**src/rtl/multicycle_ctrl.sv**
```systemverilog
// Control FSM for a multi-cycle RV32 subset core: sequences fetch, decode,
// execute, memory and write-back, and keeps a retired-instruction count.
//   state     | meaning
//   FETCH     | read instruction at PC, load IR and bump PC on mem_ready
//   DECODE    | classify opcode, illegal goes to TRAP
//   EXECUTE   | drive ALU; branch/JAL finish here
//   MEM       | load/store access, held until mem_ready
//   WRITEBACK | register-file write for ALU ops and loads
//   TRAP      | illegal instruction seen, parked until reset
module multicycle_ctrl (
  input  logic        clock,
  input  logic        reset,
  input  logic [31:0] instr,
  input  logic        mem_ready,
  input  logic        zero,
  output logic        mem_req,
  output logic        mem_we,
  output logic        addr_sel,
  output logic        ir_we,
  output logic        pc_we,
  output logic        pc_sel,
  output logic        rf_we,
  output logic [1:0]  wb_sel,
  output logic        alu_src,
  output logic [3:0]  alu_ctrl,
  output logic [2:0]  state,
  output logic        trap,
  output logic        retired,
  output logic [31:0] retire_cnt
);

  typedef enum logic [2:0] {
    S_FETCH     = 3'd0,
    S_DECODE    = 3'd1,
    S_EXECUTE   = 3'd2,
    S_MEM       = 3'd3,
    S_WRITEBACK = 3'd4,
    S_TRAP      = 3'd7
  } state_t;

  state_t      state_q, state_d;
  logic        trap_q;
  logic [31:0] retire_cnt_q;

  logic [6:0] opcode;
  logic [2:0] funct3;
  logic       rd_nz;
  logic       is_r, is_i, is_ld, is_st, is_br, is_jal, is_legal;

  logic mem_req_c, mem_we_c, ir_we_c, pc_we_c, rf_we_c, retired_c;

  assign opcode = instr[6:0];
  assign funct3 = instr[14:12];
  assign rd_nz  = (instr[11:7] != 5'd0);

  assign is_r     = (opcode == 7'b0110011);
  assign is_i     = (opcode == 7'b0010011);
  assign is_ld    = (opcode == 7'b0000011);
  assign is_st    = (opcode == 7'b0100011);
  assign is_br    = (opcode == 7'b1100011) && (funct3[2:1] == 2'b00);
  assign is_jal   = (opcode == 7'b1101111);
  assign is_legal = is_r | is_i | is_ld | is_st | is_br | is_jal;

  always_comb begin
    state_d   = state_q;
    mem_req_c = 1'b0;
    mem_we_c  = 1'b0;
    ir_we_c   = 1'b0;
    pc_we_c   = 1'b0;
    rf_we_c   = 1'b0;
    retired_c = 1'b0;
    addr_sel  = 1'b0;
    pc_sel    = 1'b0;
    wb_sel    = 2'd0;
    alu_src   = 1'b0;
    alu_ctrl  = 4'd0;
    case (state_q)
      S_FETCH: begin
        mem_req_c = 1'b1;
        if (mem_ready) begin
          ir_we_c = 1'b1;
          pc_we_c = 1'b1;
          state_d = S_DECODE;
        end
      end
      S_DECODE: state_d = is_legal ? S_EXECUTE : S_TRAP;
      S_EXECUTE: begin
        if (is_r || is_i) begin
          alu_src  = is_i;
          alu_ctrl = {instr[30] & (is_r | (funct3 == 3'b101)), funct3};
          state_d  = S_WRITEBACK;
        end else if (is_ld || is_st) begin
          alu_src = 1'b1;
          state_d = S_MEM;
        end else if (is_br) begin
          alu_ctrl  = 4'b1000;
          pc_sel    = 1'b1;
          pc_we_c   = (funct3 == 3'b000) ? zero : ~zero;
          retired_c = 1'b1;
          state_d   = S_FETCH;
        end else if (is_jal) begin
          pc_sel    = 1'b1;
          pc_we_c   = 1'b1;
          rf_we_c   = rd_nz;
          wb_sel    = 2'd2;
          retired_c = 1'b1;
          state_d   = S_FETCH;
        end else begin
          // IR changed under us after decode; treat as illegal
          state_d = S_TRAP;
        end
      end
      S_MEM: begin
        mem_req_c = 1'b1;
        addr_sel  = 1'b1;
        mem_we_c  = is_st;
        if (mem_ready) begin
          if (is_ld) begin
            state_d = S_WRITEBACK;
          end else begin
            retired_c = 1'b1;
            state_d   = S_FETCH;
          end
        end
      end
      S_WRITEBACK: begin
        rf_we_c   = rd_nz;
        wb_sel    = is_ld ? 2'd1 : 2'd0;
        retired_c = 1'b1;
        state_d   = S_FETCH;
      end
      S_TRAP:  state_d = S_TRAP;
      default: state_d = S_TRAP;
    endcase
  end

  // Strobes are masked by reset so nothing fires while it is held.
  assign mem_req = mem_req_c & ~reset;
  assign mem_we  = mem_we_c  & ~reset;
  assign ir_we   = ir_we_c   & ~reset;
  assign pc_we   = pc_we_c   & ~reset;
  assign rf_we   = rf_we_c   & ~reset;
  assign retired = retired_c & ~reset;

  always_ff @(posedge clock or posedge reset) begin
    if (reset) begin
      state_q      <= S_FETCH;
      trap_q       <= 1'b0;
      retire_cnt_q <= 32'd0;
    end else begin
      state_q <= state_d;
      trap_q  <= trap_q | (state_d == S_TRAP);
      if (retired_c) retire_cnt_q <= retire_cnt_q + 32'd1;
    end
  end

  assign state      = state_q;
  assign trap       = trap_q;
  assign retire_cnt = retire_cnt_q;

endmodule

```
**config.mk**
```make
export PLATFORM = sky130hd
export DESIGN_NAME = multicycle_ctrl
export DESIGN_NICKNAME = d
export VERILOG_FILES = /design/src/rtl/multicycle_ctrl.sv
export SDC_FILE = /design/constraint.sdc
export NUM_CORES = 1
export LEC_CHECK = 0
export CAP_MARGIN = 30
export CORE_MARGIN = 3
export CORE_UTILIZATION = 39
export CTS_CLUSTER_DIAMETER = 80
export DETAILED_ROUTE_END_ITERATION = 6
export PLACE_DENSITY = 0.77
export SLEW_MARGIN = 20
export SYNTH_ARGS = -nofsm -noshare
export SYNTH_HDL_FRONTEND = slang
export SYNTH_SLANG_ARGS = --single-unit
export TNS_END_PERCENT = 10
```
**constraint.sdc**
```tcl
create_clock -name clock -period 2.1 [get_ports clock]
set_input_delay 0.42 -clock clock [delete_from_list [all_inputs] [get_ports clock]]
set_output_delay 0.42 -clock clock [all_outputs]
set_load 0.02 [all_outputs]
```
# After elaboration in Yosys (flattened, before gate mapping)

Index checks and enable logic that the tools add are counted.

Word-level logic and storage cells: 85
Output and inout port bits: 51
Bits of input ports: 36
Register bits: 36

Multiplexer cells: 45
Add/subtract/negate cells: 1
Reductions and logical operators: 8
Equality and inequality tests: 12
Bitwise gates (word level): 16

Operator list:

| kind                                           | count |
|---|---|
| adder 32 x 1 -> 32 bit (second input constant) | 1 |
| two-way mux 1 bit                              | 24 |
| two-way mux 3 bit                              | 8 |
| two-way mux 4 bit                              | 4 |
| one-hot mux 3 bit (5 select lines)             | 1 |
| == test 7 x 6 -> 1 bit (second input constant) | 2 |
| == test 7 bit (second input constant)          | 2 |
| == test 3 bit (second input constant)          | 3 |
| two-way mux 2 bit                              | 4 |
| bitwise AND 1 bit                              | 7 |
| == test 7 x 2 -> 1 bit (second input constant) | 1 |
| == test 7 x 5 -> 1 bit (second input constant) | 1 |
| bitwise OR 1 bit                               | 7 |
| == test 3 x 2 -> 1 bit (second input constant) | 2 |
| zero test 3 bit                                | 2 |
| nonzero test 5 bit                             | 1 |
| one-hot mux 1 bit (2 select lines)             | 2 |
| one-hot mux 2 bit (2 select lines)             | 1 |
| == test 3 x 1 -> 1 bit (second input constant) | 1 |
| one-hot mux 1 bit (3 select lines)             | 1 |
| zero test 2 bit                                | 1 |
| logical OR 1 bit                               | 2 |
| inverter 1 bit                                 | 2 |
| OR reduction 2 bit                             | 1 |
| logical AND 1 bit                              | 1 |

# Longest topological paths before layout

Gate-level depths: netlist (run 1).

Depth in word-level cells: 10
Depth in mapped cells: 7
Depth with buffers taken out: 6

# Worst setup path after synthesis (run 1)

Ideal clock, no wire load.

Path kind: in2out
Start: input port instr[4]
End: output port rf_we
Stages on the path: 4
Data arrival time: 2132 ps
Data required time: 1680 ps
Setup slack: -452 ps
Cell sequence: clkbuf_1 > nor3_1 > nand4_1 > a2111oi_0

Word-level cells in the longest chain between the ends: 7
Elaborated cells between the ends (all ways): 15
Those cells by class: eq/ne: 6; mux: 5; bitwise: 1; reduce/logical: 3

RTL lines:

| element                                                | RTL line | RTL |
|---|---|---|
| start, declared                                        | 13       | `input logic [31:0] instr,` |
| == test 7 bit (on tied branches)                       | 61, 60   |  |
| two-way mux 1 bit or logical AND 1 bit (tied branches) | 101, 60  |  |
| two-way mux 1 bit                                      | 95       | `end else if (is_br) begin` |
| two-way mux 1 bit                                      | 92       | `end else if (is_ld \|\| is_st) begin` |
| two-way mux 1 bit (*)                                  | 88       | `if (is_r \|\| is_i) begin` |
| one-hot mux 1 bit (2 select lines) (*)                 | 77       | `case (state_q)` |
| bitwise AND 1 bit (*)                                  | 142      | `assign rf_we = rf_we_c & ~reset;` |
| end, declared                                          | 22       | `output logic rf_we,` |

Mark *: on every way between the ends. The rest lies on a longest branch, timed or not.

# Final worst setup path (run 1)

Start: input port instr[14]
End: output port pc_we

Word-level cells in the longest chain between the ends: 7
Elaborated cells between the ends (all ways): 9
Those cells by class: mux: 5; bitwise: 1; reduce/logical: 3

RTL lines:

| element                                                | RTL line | RTL |
|---|---|---|
| zero test 3 bit or zero test 2 bit (tied branches)     | 98, 60   |  |
| two-way mux 1 bit or logical AND 1 bit (tied branches) | 98, 60   |  |
| two-way mux 1 bit (*)                                  | 95       |  |
| two-way mux 1 bit (*)                                  | 92       |  |
| two-way mux 1 bit (*)                                  | 88       |  |
| one-hot mux 1 bit (2 select lines) (*)                 | 77       |  |
| bitwise AND 1 bit (*)                                  | 141      | `assign pc_we = pc_we_c & ~reset;` |
| end, declared                                          | 20       | `output logic pc_we,` |

Marked as above.

==> impl_metrics.py, run 1 <==
metrics = {
    "outcome": {
        "status": "finished with violations",
        "violations": "negative setup slack",
    },
    "floorplanning": {
        "die_h_um": 78.74,
        "ioPinCount": 87,
        "fp-row-count": 25,
        "floorplan.initialDensity_pct": 42.01,
        "die_area_um2": 6199,
        "die_x_um": 78.74,
        "core_area_um2": 4911,
    },
    "run": {
        "drv_cap": 0,
    },
    "timing": {
        "fin_skew_ps": 5.051,
        "worst_slew_pin_slew_ps": 576.9,
        "finalSetupViolCount": 22,
        "layout_worst_path_cycle_share_pct": 108.8,
        "fmax_mhz": 437.6,
        "finalHoldViolations": 0,
        "setup_ws_ps": -185.3,
        "rsz0062_at_grt": "yes",
        "maxSlewHeadroom_pct": 61.05,
        "slew_violations": 0,
        "period_needed_ps": 2285,
    },
    "finish": {
        "most-common-layout-cells": "clkdlybuf4s50_1, buf_4, dfrtp_1, xor2_1, nand2_1",
        "diodes": 0,
        "fin_nets": 353,
        "final_common_cell": "clkdlybuf4s50_1",
        "final_layout_size_suffix_gt1_share_pct": 37.03,
        "syn_to_final_growth_pct": 69.25,
        "nFillCells": 370,
        "fin_area_um2": 3492,
    },
    "yosys": {
        "yosys_most_used_dff": "dfrtp_1",
        "synth_edf_count": 0,
        "syn_area_um2": 2063,
        "syn_inst": 206,
        "synth.avg_cell_area_um2": 10.02,
        "ys_seq_area_share_pct": 43.66,
        "synthArstFlopShare_pct": 100.0,
        "yosys.cell_types.count": 46,
        "synth-seq-cells": 36,
        "syn_nets": 243,
        "yosysWarningCount": 0,
    },
    "detailed_routing": {
        "vias": 1972,
        "viasPerCell": 5.149,
        "drc": 0,
        "drt-initial-drc-count": 86,
        "routedWlPerCell_um": 15.92,
        "wl_mm": 6.096,
        "first_pass_iters": 4,
        "ant_nets": 0,
    },
    "cts": {
        "clkTransAtPathRegs_ps": 70,
        "cts_root_buffer": "clkbuf_8",
        "clk-insertion-delay-late_ps": 280,
        "clockBufferDepth": 2,
        "htreeDepth": 2,
        "numCtsBuffers": 5,
        "clock_sinks": 36,
        "cts_tree": "built",
    },
    "placed_design": {
        "dp_hpwl_mm": 4.137,
        "io_buffers": 70,
        "globalplace.congestion": 0.8232,
        "placed_area_um2": 3067,
    },
    "global_routing": {
        "met1_usage_pct": 26.36,
        "grt_max_degree": 37,
        "grt_pass1_vias": 1907,
        "globalRouteTotalUtil_pct": 19.08,
        "use_met2_pct": 30.73,
        "grt_first_pass_wirelength_mm": 9.549,
        "grt-ovfl-total": 0,
        "grt.met3_usage_pct": 3.515,
        "grt.busiest_layer": "met2",
        "antenna_found_initial": 0,
    },
    "pwr": {
        "peakVddDrop_v": 0.0008411,
        "leakagePower_uw": 0.001701,
        "p_total_uw": 2324,
        "power_density_nw_per_um2": 665.6,
    },
    "hold_path": {
        "min_path_type": "reg -> reg",
    },
    "setup_path": {
        "endpoint_kind": "output pin",
        "critPathLaunchType": "input port",
        "critPathMaxFanout": 4,
        "worstPathArrival_ps": 1870,
        "worstSetupPathType": "in -> out",
        "cp.required_ps": 1680,
    },
}
power breakdown:
| group | total [uW] | internal, uW | switching, uW |
|---|---|---|---|
| Combinational | 1030 | 461 | 572 |
| Sequential | 845 | 764 | 80.4 |
| Clock | 447 | 225 | 221 |
critical path, cell delays in order:
cell and delay (ps):
buf_6 90, or4_4 570, and2_4 170, o32a_1 310, nor4_4 130, buf_4 180
registers in the layout, summed over array words and instances, names as in the netlist:
name	cells
trap	1
retire_cnt	32
state	3
cells in the mapped netlist, types with 4 or more instances:
cell	number	share of area, %
clkbuf_1	4	0.73
dfrtp_1	36	44
nor3b_1	5	1.8
nor3_1	13	3.2
nor4b_2	4	2.9
xor2_1	29	12
and2_1	5	1.5
nand2_1	20	3.6
xnor2_1	4	1.7
nand3_1	8	1.9
nand4_1	5	1.5
inv_1	5	0.91
nor2_1	18	3.3
nor4_2	5	3.0
routing by layer:
metal / wire (um) / vias to the layer above / part of all wire, %
met2: 3077 / 49 / 50
met5: 0 / - / 0
met4: 41 / 0 / 0.67
met3: 258 / 5 / 4.2
li1: - / 950 / -
met1: 2718 / 968 / 45
path summary, 6_finish.rpt:
kind                                       end  slack [ps]  depth (start not counted)            from
worst min register to register  retire_cnt[31]         470                          1  retire_cnt[31]
worst max register to register  retire_cnt[29]          30                          6  retire_cnt[10]
max in group asynchronous       retire_cnt[20]        1120                          4           reset
worst max-delay path                     pc_we        -190                          6       instr[14]
worst min-delay path            retire_cnt[31]         470                          1  retire_cnt[31]
min in group asynchronous        retire_cnt[6]         800                          4           reset
cell families after synthesis:
group,synth area share (%)
and+or+nand+nor,30.69
DFF,43.66
xor gates and xnor gates,14.01
AOI/OAI and AO/OA,7.642
buffers and inverters,2.850
muxes,0.5457
adders and majority gates,0.6063
final cells by class:
class	count	area [um^2]	share of cell area [%]
flip-flops and latches	36	900.9	25.80
clock buffers	6	72.57	2.078
multi-input cells	157	1416	40.56
clock inverters	1	5.005	0.1433
repair buffers	111	994.7	28.48
inverters	5	18.77	0.5374
well taps	67	83.83	2.401
repair_timing:
item                       in CTS  in global routing
gates cloned                    0                  1
gates resized for setup       106                 46
setup endpoints to repair      51                 44
buffers inserted                8                  4
hold buffers                    0                  0
pin swaps                      14                 20
metrics by stage:
step	instances	worst slack [ps]	TNS [ps]	utilization (%)	hold WS, ps
after floorplan	206	-193.1	-2054	-	565.4
after global placement	363	-1048	-32600	62.45	444.4
after detailed placement	363	-1072	-33790	62.45	458.6
after CTS	378	-232.5	-1640	66.01	471.4
after global routing	383	-242.2	-4045	71.11	483.2
final	383	-185.3	-1326	71.11	466.4
(Power assumes the default switching activity.)
==> run 2: changes to the inputs <==
CELL_PAD_IN_SITES_DETAIL_PLACEMENT = 0   (was unset)
CELL_PAD_IN_SITES_GLOBAL_PLACEMENT = 1   (was unset)
CORE_UTILIZATION = 28   (was 39)
PLACE_DENSITY = unset   (was 0.77)
PLACE_DENSITY_LB_ADDON = 0.1   (was unset)
==> run 2 against run 1 <==
Effect of this change:
- the run still ends with negative setup slack left
- maximum frequency decreased by 1.7%
- first-iteration DRC count down 73%
- flip-flop and latch count stayed put
==> impl_metrics.py, run 2 (synthesized netlist as in run 1, its figures left out) <==
metrics = {
    "finish": {
        "most-common-layout-cells": "clkdlybuf4s50_1, dfrtp_1, buf_4, xor2_1, nand2_1",
        "largest_reg_flops": 32,
        "final_layout_size_suffix_gt1_share_pct": 31.72,
        "fin_nets": 345,
        "final_common_cell": "clkdlybuf4s50_1",
        "syn_to_final_growth_pct": 61.55,
        "diodes": 0,
        "fin_cells": 405,
        "nFillCells": 702,
    },
    "setup_path": {
        "worstSetupPathType": "in -> out",
        "cp.required_ps": 1680,
        "critPathMaxFanout": 4,
        "timing.rr.start": "retire_cnt[2]",
        "critPathLaunchType": "input port",
        "endpoint_kind": "output pin",
        "reg2reg_depth": 6,
        "r2r_end": "retire_cnt[26]",
        "r2r_slack_ps": 150,
        "path_cells": "buf_6 -> or4_4 -> and2_4 -> o32a_1 -> nor4_4 -> buf_4",
        "cp_slowest_stage_delay_ps": 570,
        "cpMaxStageDelayCell": "or4_4",
        "worstPathArrival_ps": 1910,
    },
    "global_routing": {
        "antenna_found_initial": 0,
        "globalRouteTotalUtil_pct": 14.22,
        "grt_pass1_vias": 1892,
        "grt_first_pass_wirelength_mm": 9.632,
        "grt-ovfl-total": 0,
        "grt_max_degree": 33,
    },
    "floorplanning": {
        "die_x_um": 91.84,
        "floorplan.initialDensity_pct": 29.55,
        "ioPinCount": 87,
        "fp-row-count": 30,
        "die_area_um2": 8435,
        "core_area_um2": 6982,
        "die_h_um": 91.84,
    },
    "cts": {
        "postCtsSetupRepairBufs": 0,
        "clk-insertion-delay-late_ps": 280,
        "cts_hold_buf": 0,
        "numCtsBuffers": 5,
        "clock_sinks": 36,
        "clkTransAtPathRegs_ps": 60,
        "htreeDepth": 2,
        "clockBufferDepth": 2,
        "cts_root_buffer": "clkbuf_8",
        "cts_tree": "built",
    },
    "detailed_routing": {
        "drt-initial-drc-count": 23,
        "viasPerCell": 4.647,
        "drc": 0,
        "vias": 1882,
        "ant_nets": 0,
        "first_pass_iters": 6,
        "routedWlPerCell_um": 14.61,
        "wl_mm": 5.917,
    },
    "timing": {
        "fin_tns_setup_ps": -1968,
        "fmax_mhz": 430.0,
        "maxSlewHeadroom_pct": 61.69,
        "finalSetupViolCount": 25,
        "fin_skew_ps": 10.21,
        "finalHoldViolations": 0,
        "worst_slew_pin_slew_ps": 567.5,
        "layout_worst_path_cycle_share_pct": 110.7,
        "slew_violations": 0,
        "setup_ws_ps": -225.4,
        "period_needed_ps": 2325,
        "rsz0062_at_grt": "yes",
        "hold_slack_ps": 458.1,
    },
    "outcome": {
        "status": "finished with violations",
        "violations": "negative setup slack",
    },
    "pwr": {
        "leakagePower_uw": 0.001518,
        "power_density_nw_per_um2": 702.4,
        "peakVddDrop_v": 0.0004915,
    },
    "run": {
        "drv_cap": 0,
    },
    "hold_path": {
        "min_path_type": "reg -> reg",
        "hold_end": "trap",
        "min_from": "trap",
        "min_path_cells": 1,
    },
    "placed_design": {
        "dp_hpwl_mm": 4.318,
        "globalplace.congestion": 0.8013,
        "dp_cells": 397,
        "io_buffers": 70,
    },
}
==> run 2: cell count changes in the layout (fill, tap and decap cells not counted), sizes merged <==
cell	change
dlymetal6s2s	+2
dlygate4sd2	-1
buf	-8
bufinv	+1
clkbuf	-1
==> run 2: routing by layer <==
| layer | up-vias | global-route usage, % | share of wire, % |
|---|---|---|---|
| met5 | - | 0 | 0 |
| met4 | 0 | 3.713 | 1.0 |
| met3 | 5 | 3.856 | 5.6 |
| met2 | 60 | 22.87 | 46 |
| met1 | 884 | 18.88 | 47 |
| li1 | 933 | - | - |
==> run 2: how the worst max path moves through the flow <==
stage	start	to	depth (start not counted)
5_1_grt	instr[14]	retire_cnt[18]	7
3_5_place_dp	instr[2]	pc_we	6
3_3_place_gp	instr[2]	pc_we	6
4_1_cts	instr[14]	retired	6
2_1_floorplan	instr[2]	retired	5
6_report	instr[14]	pc_we	6
==> run 2: report_power, final <==
part / switching (uW) / internal [uW] / leakage [uW]
combinational: 504 / 406 / 0.000996
clock: 242 / 352 / 0.0000552
sequential: 73.4 / 764 / 0.000467
total: 819 / 1520 / 0.00152
==> run 2: final cells by class <==
cell class	instances	area (um^2)	area share, %
multi-input combinational	157	1275	38.25
timing repair buffer	103	910.9	27.33
sequential	36	900.9	27.03
tap	96	120.1	3.604
clock buffer	6	72.57	2.177
clock inverter	2	35.03	1.051
inverter	5	18.77	0.5631
==> run 2: worst max-delay path, delay by kind of cell <==
| kind | cells | cell delay [ps] |
|---|---|---|
| AO/OA/AOI/OAI | 1 | 360 |
| buffers and inverters | 2 | 260 |
| AND/OR/NAND/NOR | 3 | 870 |
==> run 2: timing repair <==
item                                   4_1_cts  5_1_grt
setup endpoints to repair                   51       46
pin swaps                                   10       10
resized for setup                          102       22
endpoints found under the hold margin        0        0
==> run 2: metrics by stage <==
step                      setup WS, ps  util (%)  instance area (um^2)  power, uW
after floorplan                 -193.1         -                  2092       1330
after global placement           -1058     44.80                  3128       1742
after detailed placement         -1058     44.80                  3128       1739
after CTS                       -253.1     46.65                  3257       2347
after global routing            -262.5     47.74                  3333       2485
final                           -225.4     47.74                  3333       2341
